<file path="config.mk">
export PLATFORM = sky130hd
export DESIGN_NAME = adc_link_trainer
export DESIGN_NICKNAME = d
export VERILOG_FILES = /design/src/rtl/adc_link_trainer.sv
export SDC_FILE = /design/constraint.sdc
export NUM_CORES = 1
export LEC_CHECK = 0
export CORE_MARGIN = 3
export CORE_UTILIZATION = 44
export DETAILED_ROUTE_END_ITERATION = 10
export PLACE_DENSITY = 0.7
export SYNTH_ARGS = -nofsm -noshare
export SYNTH_HDL_FRONTEND = slang
export SYNTH_SLANG_ARGS = --single-unit
</file>
<file path="constraint.sdc">
create_clock -name clk -period 5.8 [get_ports clk]
set_clock_uncertainty 0.05 [all_clocks]
set_input_delay 0.87 -clock clk [delete_from_list [all_inputs] [get_ports clk]]
set_output_delay 0.87 -clock clk [all_outputs]
set_load 0.05 [all_outputs]
</file>
<file path="src/rtl/adc_link_trainer.sv">
// adc_link_trainer
// ----------------
// Link-training sequencer for the two 6-bit deserializer lanes of one ADC
// channel. With the ADC sending a fixed test word it pulses the SERDES io
// reset, sweeps every input-delay tap of a lane to find the widest window of
// stable samples, loads the centre of that window, confirms the tap readback,
// then bitslips until the lane word equals its slice of PATTERN. Lane 0 is
// trained first, then lane 1.
//
// Handshake / pulse semantics: `start` is a single-cycle request sampled only
// in IDLE; `busy` is high from the cycle after acceptance until the cycle in
// which `done` pulses or `fail` rises. `in_delay_reset` and `adc_bitslip` are
// single-cycle strobes, never both active in one cycle.
//
// Ports:
//   clk, reset_n            lclk and asynchronous active-low reset
//   start                   training request (IDLE only)
//   adc_bits[11:0]          {lane1[5:0], lane0[5:0]} from the channel block
//   delay_tap_out_0/1[4:0]  tap readback per lane
//   adc_io_reset[1:0]       SERDES io reset (both bits together)
//   in_delay_reset[1:0]     load strobe for delay_tap_in_x
//   in_delay_data_ce/inc    tied 0; taps are only changed by load
//   adc_bitslip[1:0]        bitslip strobe per lane
//   delay_tap_in_0/1[4:0]   tap value presented with the load strobe
//   busy, done, fail        status; done is a pulse, fail is sticky
//   fail_lane, fail_code    1 = no stable tap, 2 = no match, 3 = readback
//   win_len_0/1[5:0]        best stable window length per lane
//   slips_0/1[2:0]          bitslips applied per lane
//   dbg_state[3:0]          current FSM state encoding
module adc_link_trainer #(
    parameter logic [11:0] PATTERN       = 12'hA5C,
    parameter int          SETTLE        = 8,
    parameter int          CHECK_LEN     = 64,
    parameter int          IO_RST_CYCLES = 4
) (
    input  logic        clk,
    input  logic        reset_n,
    input  logic        start,
    input  logic [11:0] adc_bits,
    input  logic [4:0]  delay_tap_out_0,
    input  logic [4:0]  delay_tap_out_1,
    output logic [1:0]  adc_io_reset,
    output logic [1:0]  in_delay_reset,
    output logic [1:0]  in_delay_data_ce,
    output logic [1:0]  in_delay_data_inc,
    output logic [1:0]  adc_bitslip,
    output logic [4:0]  delay_tap_in_0,
    output logic [4:0]  delay_tap_in_1,
    output logic        busy,
    output logic        done,
    output logic        fail,
    output logic        fail_lane,
    output logic [1:0]  fail_code,
    output logic [5:0]  win_len_0,
    output logic [5:0]  win_len_1,
    output logic [2:0]  slips_0,
    output logic [2:0]  slips_1,
    output logic [3:0]  dbg_state
);

    typedef enum logic [3:0] {
        S_IDLE    = 4'd0,
        S_IO_RST  = 4'd1,
        S_LOAD    = 4'd2,
        S_SETTLE  = 4'd3,
        S_CHECK   = 4'd4,
        S_NEXT    = 4'd5,
        S_CENTER  = 4'd6,
        S_CSETTLE = 4'd7,
        S_VERIFY  = 4'd8,
        S_SLIP    = 4'd9,
        S_SWAIT   = 4'd10,
        S_MATCH   = 4'd11,
        S_DONE    = 4'd12,
        S_FAIL    = 4'd13
    } state_t;

    localparam logic [15:0] IO_LAST     = 16'(IO_RST_CYCLES - 1);
    localparam logic [15:0] SETTLE_LAST = 16'(SETTLE - 1);
    // CHECK spends one cycle capturing the reference, then CHECK_LEN compares.
    localparam logic [15:0] CHECK_LAST  = 16'(CHECK_LEN);
    localparam logic [15:0] MATCH_LAST  = 16'(CHECK_LEN - 1);
    localparam logic [2:0]  MAX_SLIPS   = 3'd5;

    // State and datapath registers
    state_t      state, state_d;
    logic [15:0] cnt, cnt_d;
    logic [4:0]  tap, tap_d;
    logic        lane, lane_d;
    logic [5:0]  ref_word, ref_word_d;
    logic        good, good_d;
    logic [4:0]  run_start, run_start_d;
    logic [5:0]  run_len, run_len_d;
    logic [4:0]  best_start, best_start_d;
    logic [5:0]  best_len, best_len_d;
    logic [4:0]  centre, centre_d;
    logic [2:0]  slip_cnt, slip_cnt_d;

    // Next values of registered outputs
    logic [1:0]  io_reset_d, load_strobe_d, bitslip_d;
    logic [4:0]  tap_in_0_d, tap_in_1_d;
    logic        busy_d, done_d, fail_d, fail_lane_d;
    logic [1:0]  fail_code_d;
    logic [5:0]  win_len_0_d, win_len_1_d;
    logic [2:0]  slips_0_d, slips_1_d;

    // Combinational helpers
    logic [5:0]  lane_word;
    logic [5:0]  pat_word;
    logic [4:0]  tap_readback;
    logic        sample_eq_ref;
    logic        sample_eq_pat;
    logic [5:0]  cand_len;
    logic [4:0]  cand_start;
    logic [5:0]  centre_sum;
    logic        load_now;
    logic [4:0]  load_val;

    assign lane_word     = lane ? adc_bits[11:6] : adc_bits[5:0];
    assign pat_word      = lane ? PATTERN[11:6]  : PATTERN[5:0];
    assign tap_readback  = lane ? delay_tap_out_1 : delay_tap_out_0;
    assign sample_eq_ref = (lane_word == ref_word);
    assign sample_eq_pat = (lane_word == pat_word);

    assign in_delay_data_ce  = 2'b00;
    assign in_delay_data_inc = 2'b00;
    assign dbg_state         = state;

    always_comb begin
        state_d      = state;
        cnt_d        = cnt;
        tap_d        = tap;
        lane_d       = lane;
        ref_word_d   = ref_word;
        good_d       = good;
        run_start_d  = run_start;
        run_len_d    = run_len;
        best_start_d = best_start;
        best_len_d   = best_len;
        centre_d     = centre;
        slip_cnt_d   = slip_cnt;
        busy_d       = busy;
        done_d       = 1'b0;
        fail_d       = fail;
        fail_lane_d  = fail_lane;
        fail_code_d  = fail_code;
        win_len_0_d  = win_len_0;
        win_len_1_d  = win_len_1;
        slips_0_d    = slips_0;
        slips_1_d    = slips_1;
        cand_len     = 6'd0;
        cand_start   = 5'd0;
        centre_sum   = 6'd0;

        case (state)
            S_IDLE: begin
                if (start) begin
                    state_d      = S_IO_RST;
                    cnt_d        = 16'd0;
                    lane_d       = 1'b0;
                    tap_d        = 5'd0;
                    run_start_d  = 5'd0;
                    run_len_d    = 6'd0;
                    best_start_d = 5'd0;
                    best_len_d   = 6'd0;
                    busy_d       = 1'b1;
                    fail_d       = 1'b0;
                    fail_lane_d  = 1'b0;
                    fail_code_d  = 2'd0;
                    win_len_0_d  = 6'd0;
                    win_len_1_d  = 6'd0;
                    slips_0_d    = 3'd0;
                    slips_1_d    = 3'd0;
                end
            end

            S_IO_RST: begin
                if (cnt == IO_LAST) begin
                    state_d = S_LOAD;
                    cnt_d   = 16'd0;
                    tap_d   = 5'd0;
                end else begin
                    cnt_d = cnt + 16'd1;
                end
            end

            S_LOAD: begin
                state_d = S_SETTLE;
                cnt_d   = 16'd0;
            end

            S_SETTLE: begin
                if (cnt == SETTLE_LAST) begin
                    state_d = S_CHECK;
                    cnt_d   = 16'd0;
                end else begin
                    cnt_d = cnt + 16'd1;
                end
            end

            S_CHECK: begin
                if (cnt == 16'd0) begin
                    ref_word_d = lane_word;
                    good_d     = 1'b1;
                    cnt_d      = 16'd1;
                end else begin
                    good_d = good & sample_eq_ref;
                    if (cnt == CHECK_LAST) begin
                        state_d = S_NEXT;
                        cnt_d   = 16'd0;
                    end else begin
                        cnt_d = cnt + 16'd1;
                    end
                end
            end

            S_NEXT: begin
                // Best is refreshed while a run grows; strict '>' keeps the
                // earliest window when two have equal length.
                if (good) begin
                    cand_len    = run_len + 6'd1;
                    cand_start  = (run_len == 6'd0) ? tap : run_start;
                    run_len_d   = cand_len;
                    run_start_d = cand_start;
                    if (cand_len > best_len) begin
                        best_len_d   = cand_len;
                        best_start_d = cand_start;
                    end
                end else begin
                    run_len_d = 6'd0;
                end
                if (tap == 5'd31) begin
                    state_d    = S_CENTER;
                    centre_sum = {1'b0, best_start_d} + ((best_len_d - 6'd1) >> 1);
                    centre_d   = centre_sum[4:0];
                    if (lane) win_len_1_d = best_len_d;
                    else      win_len_0_d = best_len_d;
                end else begin
                    tap_d   = tap + 5'd1;
                    state_d = S_LOAD;
                end
            end

            S_CENTER: begin
                if (best_len == 6'd0) begin
                    state_d     = S_FAIL;
                    fail_d      = 1'b1;
                    fail_lane_d = lane;
                    fail_code_d = 2'd1;
                    busy_d      = 1'b0;
                end else begin
                    state_d = S_CSETTLE;
                    cnt_d   = 16'd0;
                end
            end

            S_CSETTLE: begin
                if (cnt == SETTLE_LAST) begin
                    state_d = S_VERIFY;
                    cnt_d   = 16'd0;
                end else begin
                    cnt_d = cnt + 16'd1;
                end
            end

            S_VERIFY: begin
                if (tap_readback != centre) begin
                    state_d     = S_FAIL;
                    fail_d      = 1'b1;
                    fail_lane_d = lane;
                    fail_code_d = 2'd3;
                    busy_d      = 1'b0;
                end else begin
                    state_d    = S_MATCH;
                    cnt_d      = 16'd0;
                    slip_cnt_d = 3'd0;
                    good_d     = 1'b1;
                end
            end

            S_MATCH: begin
                if (cnt == MATCH_LAST) begin
                    cnt_d = 16'd0;
                    if (good & sample_eq_pat) begin
                        if (lane) begin
                            slips_1_d = slip_cnt;
                            state_d   = S_DONE;
                            done_d    = 1'b1;
                            busy_d    = 1'b0;
                        end else begin
                            slips_0_d    = slip_cnt;
                            lane_d       = 1'b1;
                            tap_d        = 5'd0;
                            run_start_d  = 5'd0;
                            run_len_d    = 6'd0;
                            best_start_d = 5'd0;
                            best_len_d   = 6'd0;
                            state_d      = S_LOAD;
                        end
                    end else if (slip_cnt == MAX_SLIPS) begin
                        state_d     = S_FAIL;
                        fail_d      = 1'b1;
                        fail_lane_d = lane;
                        fail_code_d = 2'd2;
                        busy_d      = 1'b0;
                    end else begin
                        state_d = S_SLIP;
                    end
                end else begin
                    good_d = good & sample_eq_pat;
                    cnt_d  = cnt + 16'd1;
                end
            end

            S_SLIP: begin
                slip_cnt_d = slip_cnt + 3'd1;
                state_d    = S_SWAIT;
                cnt_d      = 16'd0;
            end

            S_SWAIT: begin
                if (cnt == SETTLE_LAST) begin
                    state_d = S_MATCH;
                    cnt_d   = 16'd0;
                    good_d  = 1'b1;
                end else begin
                    cnt_d = cnt + 16'd1;
                end
            end

            S_DONE: state_d = S_IDLE;
            S_FAIL: state_d = S_IDLE;

            default: state_d = S_IDLE;
        endcase
    end

    // Strobes are registered from the state being entered, so each one is
    // high for exactly the single cycle spent in LOAD, CENTER or SLIP.
    always_comb begin
        io_reset_d    = (state_d == S_IO_RST) ? 2'b11 : 2'b00;
        load_now      = (state_d == S_LOAD) ||
                        ((state_d == S_CENTER) && (best_len_d != 6'd0));
        load_val      = (state_d == S_CENTER) ? centre_d : tap_d;
        load_strobe_d = 2'b00;
        bitslip_d     = 2'b00;
        tap_in_0_d    = delay_tap_in_0;
        tap_in_1_d    = delay_tap_in_1;
        if (load_now) begin
            if (lane_d) begin
                load_strobe_d = 2'b10;
                tap_in_1_d    = load_val;
            end else begin
                load_strobe_d = 2'b01;
                tap_in_0_d    = load_val;
            end
        end
        if (state_d == S_SLIP) begin
            bitslip_d = lane_d ? 2'b10 : 2'b01;
        end
    end

    always_ff @(posedge clk or negedge reset_n) begin
        if (!reset_n) begin
            state          <= S_IDLE;
            cnt            <= 16'd0;
            tap            <= 5'd0;
            lane           <= 1'b0;
            ref_word       <= 6'd0;
            good           <= 1'b0;
            run_start      <= 5'd0;
            run_len        <= 6'd0;
            best_start     <= 5'd0;
            best_len       <= 6'd0;
            centre         <= 5'd0;
            slip_cnt       <= 3'd0;
            adc_io_reset   <= 2'b00;
            in_delay_reset <= 2'b00;
            adc_bitslip    <= 2'b00;
            delay_tap_in_0 <= 5'd0;
            delay_tap_in_1 <= 5'd0;
            busy           <= 1'b0;
            done           <= 1'b0;
            fail           <= 1'b0;
            fail_lane      <= 1'b0;
            fail_code      <= 2'd0;
            win_len_0      <= 6'd0;
            win_len_1      <= 6'd0;
            slips_0        <= 3'd0;
            slips_1        <= 3'd0;
        end else begin
            state          <= state_d;
            cnt            <= cnt_d;
            tap            <= tap_d;
            lane           <= lane_d;
            ref_word       <= ref_word_d;
            good           <= good_d;
            run_start      <= run_start_d;
            run_len        <= run_len_d;
            best_start     <= best_start_d;
            best_len       <= best_len_d;
            centre         <= centre_d;
            slip_cnt       <= slip_cnt_d;
            adc_io_reset   <= io_reset_d;
            in_delay_reset <= load_strobe_d;
            adc_bitslip    <= bitslip_d;
            delay_tap_in_0 <= tap_in_0_d;
            delay_tap_in_1 <= tap_in_1_d;
            busy           <= busy_d;
            done           <= done_d;
            fail           <= fail_d;
            fail_lane      <= fail_lane_d;
            fail_code      <= fail_code_d;
            win_len_0      <= win_len_0_d;
            win_len_1      <= win_len_1_d;
            slips_0        <= slips_0_d;
            slips_1        <= slips_1_d;
        end
    end

endmodule

</file>
==> qor.csv, run 1 <==
stage;metric;value;unit
power_and_ir_drop;worst vdd ir;0.000214;V
synth;cell area after synthesis;6000;um2
global_routing;pin count of the biggest net entering global routing;53;
sta;Max Clk Rate;229;MHz
finish;final non-filler cell total;899;
drt;routed vias/inst;5.67;
finish;Synth-to-Final Area Change;18.3;%
finish;Antenna Cells;0;
clocking;root buf cell;clkbuf_16;
power_and_ir_drop;Pleak;3.18;nW
finish;layout cells sized above 1;8.30;%
synth;synth warn;0;
worst_setup_path;family with the most delay on the worst path;compound AO/OA/AOI/OAI gates;
synth;synth unique cells;67;
worst_setup_path;Worst Path Required;6.05;ns
synth;Seq cells post-synth;102;
worst_setup_path;Top cell by count, worst path;inv_1;
drt;final WL;14.9;mm
floorplan;Core Area;13300;um2
drt;Remaining DRCs;0;
flow_run;number of max-cap violations;0;
synth;number of synthesized flops with an enable pin;0;
sta;Worst Max-Slew Pin Slew;1.18;ns
sta;Fin. Hold Viols;0;
sta;setup TNS;0;ns
worst_setup_path;Buf/Inv on CP;4;
sta;final period utilization;75.4;%
power_and_ir_drop;Cell Pwr Density;402;nW/um2
finish;fin area;7100;um2
global_routing;grt total ovfl;0;
drt;drt first pass iters;5;
clocking;clk_lat worst skew;0.36;ns
place;Placement Setup Slack;1.51;ns
place;Cell Area, Placed;6810;um2
sta;# setup viols final;0;
clocking;PostCTS Resize Cnt;0;
drt;DR vias;5098;
outcome;status;completed;
global_routing;GRT Total Usage;20.8;%
worst_setup_path;crit-path max cell delay;0.50;ns
clocking;clock-pin slew on the worst setup and hold paths;0.07;ns
worst_setup_path;crit-path max FO;34;
drt;initial drt markers;374;
place;Port Buffers;68;
worst_setup_path;Crit path arrival time;4.62;ns
hold_path;path type of the worst min-delay path;register to register;
worst_setup_path;critical path class;register to register;
floorplan;Initial Util;45.1;%
global_routing;initial antenna violation count;0;
clocking;Setup Buffers After CTS;0;
synth;Mapped Cells;662;
floorplan;die width;123;um
clocking;CTS buffer count;9;
drt;antenna viol nets, final;0;
sta;headroom to the max-slew limit;20.8;%
synth;FFs w/ async S/R, synth;100;%
sta;Slew Viols, Final;0;
place;dpl cells;883;
worst_setup_path;CP max stage cell;dfrtp_1;
sta;setup slack after layout;1.43;ns
worst_setup_path;CP cell instances;and3_1 > nand3_1 > xor2_1 > inv_1 > ha_1 > nand4_1 > o21bai_1 > a31oi_2 > buf_4 > nor2_1 > a21oi_1 > ha_1 > inv_1 > fa_1 > inv_1 > a21o_1 > a21oi_1 > xnor2_1 > xnor2_1 > o221a_2;
clocking;# hold bufs at CTS;0;
clocking;# clock sinks;102;
synth;syn avg cell area;9.06;um2
place;GPL Wtd Cong;0.882;
floorplan;std cell rows;42;
global_routing;vias in the first global route;4936;
floorplan;Die Span Y;123;um
finish;Final #Nets;761;
worst_setup_path;startpoint types;register;
sta;Final min period;4.37;ns
floorplan;die area;15100;um2
drt;Avg WL per Cell;16.6;um
worst_setup_path;endpoint class of the critical path;register;
clocking;CTS tree;yes;
floorplan;num ports;73;
synth;post-synthesis sequential area ratio;42.6;%
synth;main flop type after synthesis;dfrtp_1;
global_routing;first-pass GRT wire length;25.0;mm
sta;RSZ-0062 raised after global routing;no;
sta;hold_ws;0.434;ns
clocking;clk buf depth;2;
place;Post-DP HPWL;10.8;mm
clocking;H-Tree Depth;3;
-- Yosys cell counts (3+ instances only) --
library cell  count  area share (%)
a211oi_1          6            0.75
a21o_1            8             1.0
a21oi_1          39             3.3
a22o_1           10             1.5
a31oi_1           7            0.73
and2_1            7            0.73
and3_1           11             1.1
buf_4             5            0.63
clkbuf_1         23             1.4
dfrtp_1         102              43
ha_1             17             3.5
inv_1            27             1.7
mux2_2           17             3.2
mux2i_1          16             2.7
nand2_1          71             4.4
nand2b_1          9            0.94
nand3_1          18             1.5
nand3b_1          3            0.38
nand4_1          10             1.0
nor2_1           63             3.9
nor2b_1           8            0.83
nor3_1           17             1.4
nor4_1            7            0.73
o21ai_0          56             4.7
o221a_2           3            0.56
o22ai_1           3            0.31
o31ai_1          12             1.5
or2_2             4            0.42
or3_1             3            0.31
or4_1             3            0.38
xnor2_1          18             2.6
xor2_1           11             1.6
-- area by class of cell --
cell class	instances	area (um2)
clock buffers	10	239
clock inverters	6	45.0
fillers	1197	6200
inverters	28	105
multi-input cells	502	3210
flip-flops and latches	102	2550
well taps	176	220
repair buffers	75	731
-- layout by cell type (no fill, tap or decap), drive strengths merged, types with 6 or more instances in the layout --
cell / synthesis / final
buf: 10 / 8
inv: 27 / 28
mux2i: 16 / 16
nand2: 71 / 71
a22o: 10 / 10
xor2: 11 / 11
nor2b: 8 / 8
clkdlybuf4s50: 0 / 67
xnor2: 18 / 18
dfrtp: 102 / 102
o31ai: 14 / 14
nor3: 18 / 18
and3: 11 / 11
nor4: 10 / 10
nand3: 18 / 18
and2: 8 / 8
a21oi: 39 / 39
nand2b: 9 / 9
nor2: 63 / 63
o21ai: 58 / 58
nand4: 11 / 11
a31oi: 7 / 7
clkbuf: 23 / 10
a211oi: 6 / 6
mux2: 19 / 19
ha: 17 / 17
a21o: 8 / 8
-- power breakdown --
group | internal, mW | leakage (nW) | switching (mW)
combinational | 0.512 | 1.68 | 0.835
sequential | 0.794 | 1.36 | 0.130
clock | 0.304 | 0.131 | 0.276
-- logic make-up after synthesis --
logic type | share of synthesized area (%)
compound gates | 17.7
xor+xnor | 4.23
fa+ha+maj | 3.88
buf+inv | 4.30
flops | 42.6
mux | 6.24
other cells | 0.0625
simple gates | 21.0
-- flip-flops by register name, summed over array words and instances (netlist names), 4 cells and up --
register and cells:
cnt 16, best_len 6, ref_word 6, run_len 6, win_len_0 6, win_len_1 6
best_start 5, centre 5, delay_tap_in_0 5, delay_tap_in_1 5, run_start 5, tap 5
dbg_state 4
-- path summary, 6_finish.rpt --
check                                     to  cells past startpoint       start  slack (ns)
max                        delay_tap_in_0[4]                     20  run_len[0]        1.43
min                               slips_0[1]                      2  slips_0[1]        0.43
max reg2reg                delay_tap_in_0[4]                     20  run_len[0]        1.43
min reg2reg                       slips_0[1]                      2  slips_0[1]        0.43
max in group asynchronous         run_len[1]                      2     reset_n        4.11
min in group asynchronous       fail_code[0]                      1     reset_n        0.47
-- worst reg2reg max path, delay by kind of cell (launching register included) --
| family | cells | cell delay, ns |
|---|---|---|
| AOI/OAI and AO/OA | 6 | 1.00 |
| adders and majority gates | 3 | 0.92 |
| xor gates and xnor gates | 3 | 0.78 |
| buffers and inverters | 4 | 0.54 |
| and+or+nand+nor | 4 | 0.52 |
| DFF | 1 | 0.50 |
-- per-stage QoR --
| step | util (%) | power [mW] |
|---|---|---|
| global placement | 51.3 | 2.23 |
| CTS | 53.4 | 2.86 |
| floorplan | - | 1.82 |
| detailed placement | 51.3 | 2.26 |
| finish | 53.4 | 2.85 |
| global route | 53.4 | 3.06 |
-- metal layers --
layer / wire [um] / part of all wire, % / vias to the layer above / GRT usage [%]
met3: 775 / 5.2 / 20 / 4.84
met4: 247 / 1.7 / 0 / 6.65
met2: 7310 / 49 / 146 / 33.7
li1: - / - / 2467 / -
met1: 6550 / 44 / 2465 / 27.7
met5: 0 / 0 / - / 0
Note: power is estimated with default switching activity, not from simulation.
==> run 2, diff against run 1 <==
clock period = 4.4 ns   (was 5.8 ns; I/O delays follow)
==> qor.csv, run 2 (synthesis gave the netlist of run 1 again) <==
stage;metric;value;unit
worst_setup_path;startpoint types;register;
worst_setup_path;Worst Path Required;4.65;ns
global_routing;GRT Total Usage;21.4;%
clocking;H-Tree Depth;3;
global_routing;initial antenna violation count;0;
floorplan;num ports;73;
clocking;root buf cell;clkbuf_16;
sta;Fin. Hold Viols;0;
floorplan;die width;123;um
drt;final WL;15.3;mm
drt;antenna viol nets, final;0;
floorplan;Initial Util;45.1;%
power_and_ir_drop;Cell Pwr Density;514;nW/um2
hold_path;path type of the worst min-delay path;primary input to asynchronous set/reset pin;
worst_setup_path;endpoint class of the critical path;register;
sta;Worst Max-Slew Pin Slew;0.969;ns
sta;Slew Viols, Final;0;
sta;Max Clk Rate;247;MHz
drt;Avg WL per Cell;16.8;um
power_and_ir_drop;worst vdd ir;0.000248;V
place;Placement Setup Slack;0.177;ns
floorplan;std cell rows;42;
power_and_ir_drop;Pleak;3.26;nW
drt;routed vias/inst;5.64;
place;Port Buffers;68;
place;Post-DP HPWL;11.4;mm
floorplan;Core Area;13300;um2
sta;RSZ-0062 raised after global routing;no;
outcome;status;completed;
worst_setup_path;critical path class;register to register;
finish;largest reg by FF count;cnt;
global_routing;vias in the first global route;4995;
worst_setup_path;Buf/Inv on CP;3;
finish;Final #Nets;773;
sta;setup TNS;0;ns
clocking;CTS tree;yes;
worst_setup_path;crit-path max cell delay;0.47;ns
place;GPL Wtd Cong;0.909;
worst_setup_path;crit-path max FO;11;
sta;# setup viols final;0;
sta;final period utilization;91.9;%
finish;most common cell after layout, fill and taps aside;dfrtp_1;
clocking;# clock sinks;102;
drt;initial drt markers;549;
drt;Remaining DRCs;0;
clocking;clock-pin slew on the worst setup and hold paths;0.07;ns
worst_setup_path;CP max stage cell;fa_1;
finish;fillcell total;1192;
clocking;clk_lat worst skew;0.36;ns
finish;Antenna Cells;0;
worst_setup_path;Crit path arrival time;4.29;ns
finish;Synth-to-Final Area Change;20.4;%
finish;Largest register FFs;16;
global_routing;grt total ovfl;0;
sta;setup slack after layout;0.355;ns
worst_setup_path;CP cell instances;ha_2 > nand3_1 > xnor2_2 > ha_1 > nand4_1 > o21bai_1 > a31oi_4 > buf_4 > nor2_1 > a21oi_1 > inv_1 > fa_1 > inv_1 > a21o_1 > a21oi_1 > xnor2_1 > xnor2_1 > o221a_2;
worst_setup_path;family with the most delay on the worst path;compound AO/OA/AOI/OAI gates;
clocking;# hold bufs at CTS;0;
global_routing;pin count of the biggest net entering global routing;73;
floorplan;die area;15100;um2
global_routing;first-pass GRT wire length;25.4;mm
clocking;clk buf depth;2;
sta;Final min period;4.05;ns
drt;drt first pass iters;4;
clocking;CTS buffer count;9;
flow_run;number of max-cap violations;0;
finish;most frequent cells in the layout;dfrtp_1 (101), nand2_1 (71), clkdlybuf4s50_1 (67);
sta;headroom to the max-slew limit;35.4;%
drt;DR vias;5138;
floorplan;Die Span Y;123;um
finish;layout cells sized above 1;10.2;%
run 2: final timing paths:
kind                       slack [ns]  startpoint                end  cells after the start
setup / recovery                 0.35  run_len[0]  delay_tap_in_1[4]                     18
min in group clk                 0.43        busy               busy                      1
setup reg to reg                 0.35  run_len[0]  delay_tap_in_1[4]                     18
hold / removal                   0.38     reset_n             cnt[5]                      1
hold reg to reg                  0.43        busy               busy                      1
max in group asynchronous        2.94     reset_n          centre[2]                      2
run 2: report_power, final:
part           switching (mW)  internal, mW  leakage [nW]
registers               0.107          1.04          1.36
logic                    1.08         0.674          1.75
clock network           0.365         0.443         0.150
total                    1.55          2.16          3.26
run 2: what timing repair did:
| item | in CTS | in global routing |
|---|---|---|
| resized for setup | 0 | 4 |
| setup endpoints to repair | 0 | 9 |
| buffers inserted | 0 | 2 |
run 2: area by class of cell:
cell class / instances / area [um2] / share of cell area (%)
clock buffers: 9 / 225 / 3.12
clock inverters: 7 / 71.3 / 0.988
inverters: 28 / 105 / 1.46
multi-input cells: 502 / 3220 / 44.7
flip-flops and latches: 102 / 2550 / 35.4
well taps: 176 / 220 / 3.05
repair buffers: 87 / 821 / 11.4
run 2: metal layers:
layer,vias to the layer above,share of wire (%),track usage (%)
met3,21,4.9,4.10
met5,-,0,0
li1,2486,-,-
met4,0,1.6,6.44
met2,140,49,35.6
met1,2491,44,28.3
run 2: worst register-to-register path, cell delays in order, from the launching register on:
cell	delay, ns
dfrtp_2	0.45
ha_2	0.26
nand3_1	0.18
xnor2_2	0.20
ha_1	0.31
nand4_1	0.10
o21bai_1	0.20
a31oi_4	0.28
buf_4	0.22
nor2_1	0.05
a21oi_1	0.20
inv_1	0.11
fa_1	0.47
inv_1	0.08
a21o_1	0.10
a21oi_1	0.07
xnor2_1	0.14
xnor2_1	0.28
o221a_2	0.24
run 2: per-stage QoR:
stage	power, mW	cells	area [um2]	hold WS [ns]	utilization, %
after floorplan	2.41	665	6010	0.314	-
after global placement	2.86	893	6890	0.417	51.8
after detailed placement	2.89	893	6890	0.415	51.8
after CTS	3.71	909	7190	0.416	54.0
after global routing	3.97	911	7220	0.450	54.3
final	3.71	911	7220	0.379	54.3
==> run 3, diff against run 2 <==
CORE_MARGIN = not set   (was 3)
REMOVE_ABC_BUFFERS = 1   (was not set)
==> qor.csv, run 3 (synthesis gave the netlist of run 1 again) <==
stage;metric;value;unit
global_routing;first-pass GRT wire length;24.9;mm
finish;fillcell total;1226;
sta;Fin. Hold Viols;0;
global_routing;pin count of the biggest net entering global routing;78;
finish;Antenna Cells;0;
power_and_ir_drop;Pint;2.16;mW
drt;met3 wire len;946;um
drt;drt first pass iters;5;
drt;DR vias;5167;
flow_run;number of max-cap violations;0;
sta;Final min period;4.07;ns
sta;RSZ-0062 raised after global routing;no;
worst_setup_path;Worst Path Required;4.64;ns
sta;Worst Max-Slew Pin Slew;0.966;ns
finish;Synth-to-Final Area Change;20.3;%
drt;met2 WL post-DR;6.98;mm
global_routing;vias in the first global route;4965;
sta;Max Clk Rate;246;MHz
finish;final core occ;54.5;%
drt;Avg WL per Cell;16.6;um
global_routing;GRT Total Usage;22.3;%
clocking;CTS buffer count;9;
drt;Top Layer Used;met4;
worst_setup_path;CP cell instances;ha_2 > nand3_1 > xnor2_2 > ha_1 > nand4_1 > o21bai_1 > a31oi_2 > buf_4 > nor2_1 > a31oi_1 > ha_1 > inv_1 > fa_1 > inv_1 > a21o_1 > a21oi_1 > xnor2_1 > xnor2_1 > o221a_2;
power_and_ir_drop;Cell Pwr Density;525;nW/um2
global_routing;initial antenna violation count;0;
worst_setup_path;CP max stage cell;dfrtp_2;
place;Post-DP HPWL;11.1;mm
place;Cell Area, Placed;6890;um2
clocking;# clock sinks;102;
worst_setup_path;Crit path arrival time;4.32;ns
finish;Largest register FFs;16;
floorplan;die area;14100;um2
finish;most common cell after layout, fill and taps aside;dfrtp_1;
power_and_ir_drop;Switching Share;42.9;%
finish;layout cells sized above 1;10.3;%
clocking;clk_lat worst skew;0.36;ns
power_and_ir_drop;Pleak;3.25;nW
clocking;clock-pin slew on the worst setup and hold paths;0.07;ns
finish;most frequent cells in the layout;dfrtp_1 (101), nand2_1 (71), clkdlybuf4s50_1 (67);
worst_setup_path;crit-path max FO;10;
floorplan;Core Area;13200;um2
clocking;clk buf depth;2;
finish;fin area;7210;um2
floorplan;Initial Util;45.3;%
drt;final WL;15.1;mm
worst_setup_path;startpoint types;register;
power_and_ir_drop;Sw Pwr;1.62;mW
clocking;root buf cell;clkbuf_16;
floorplan;num ports;73;
finish;largest reg by FF count;cnt;
worst_setup_path;endpoint class of the critical path;register;
floorplan;die width;119;um
finish;Final #Nets;774;
place;Port Buffers;68;
clocking;# hold bufs at CTS;0;
drt;initial drt markers;434;
clocking;H-Tree Depth;3;
sta;final period utilization;92.5;%
power_and_ir_drop;Comb power frac;47.2;%
sta;setup TNS;0;ns
power_and_ir_drop;worst vdd ir;0.000329;V
sta;# setup viols final;0;
worst_setup_path;Buf/Inv on CP;3;
sta;headroom to the max-slew limit;35.6;%
worst_setup_path;family with the most delay on the worst path;adder cells;
drt;antenna viol nets, final;0;
power_and_ir_drop;sequential share of power;32.4;%
power_and_ir_drop;Clock power frac;20.3;%
drt;routed vias/inst;5.67;
hold_path;path type of the worst min-delay path;primary input to asynchronous set/reset pin;
global_routing;grt total ovfl;0;
worst_setup_path;critical path class;register to register;
worst_setup_path;crit-path max cell delay;0.45;ns
sta;Slew Viols, Final;0;
outcome;status;completed;
place;GPL Wtd Cong;0.917;
drt;wire length on met1;6.84;mm
floorplan;std cell rows;42;
drt;Remaining DRCs;0;
floorplan;Die Span Y;119;um
clocking;CTS tree;yes;
## run 3: changes by cell type in the layout (fill, tap and decap cells not counted)
cell,before,now
clkbuf_8,0,2
clkinvlp_4,0,2
inv_6,2,0
a31oi_2,0,1
a31oi_4,1,0
buf_6,0,1
bufinv_16,1,0
clkinv_2,3,2
## run 3: path summary, 6_finish.rpt
kind / endpoint / depth (start not counted) / slack [ns] / startpoint
hold reg to reg: slips_0[2] / 2 / 0.43 / slips_0[2]
setup / recovery: delay_tap_in_0[4] / 19 / 0.33 / run_len[0]
max in group asynchronous: cnt[13] / 2 / 2.98 / reset_n
setup reg to reg: delay_tap_in_0[4] / 19 / 0.33 / run_len[0]
hold / removal: run_len[4] / 1 / 0.40 / reset_n
min in group clk: slips_0[2] / 2 / 0.43 / slips_0[2]
## run 3: power groups by stage
stage | clock network [mW] | logic, mW | registers [mW]
5_1_grt | 0.823 | 1.98 | 1.25
4_1_cts | 0.790 | 1.77 | 1.22
3_3_place_gp | 0 | 1.72 | 1.23
2_1_floorplan | 0 | 1.06 | 1.40
6_report | 0.770 | 1.79 | 1.23
3_5_place_dp | 0 | 1.76 | 1.24
## run 3: final cells by class
class | instances | area [um2] | share of cell area [%]
tap | 176 | 220 | 3.05
inverter | 28 | 105 | 1.46
clock buffer | 11 | 253 | 3.50
multi-input combinational | 502 | 3220 | 44.6
sequential | 102 | 2550 | 35.4
timing repair buffer | 88 | 832 | 11.5
clock inverter | 5 | 33.8 | 0.468
## run 3: per-stage QoR
| step | cells | power, mW | setup WS [ns] | hold WS, ns |
|---|---|---|---|---|
| 2_1_floorplan | 632 | 2.45 | -0.364 | 0.314 |
| 3_3_place_gp | 893 | 2.96 | 0.338 | 0.416 |
| 3_5_place_dp | 893 | 3.00 | 0.159 | 0.423 |
| 4_1_cts | 909 | 3.78 | 0.127 | 0.437 |
| 5_1_grt | 912 | 4.05 | 0.00989 | 0.449 |
| 6_report | 912 | 3.79 | 0.328 | 0.405 |
## run 3: routing by layer
layer  global-route usage, %  vias up
met5                       0        -
met4                    8.07        0
met1                    29.7     2479
li1                        -     2497
met2                    35.2      163
met3                    5.69       28
## run 3: timing repair
action | CTS | global route
endpoints found under the setup margin | 0 | 7
buffers inserted | 0 | 3
resized for setup | 0 | 4
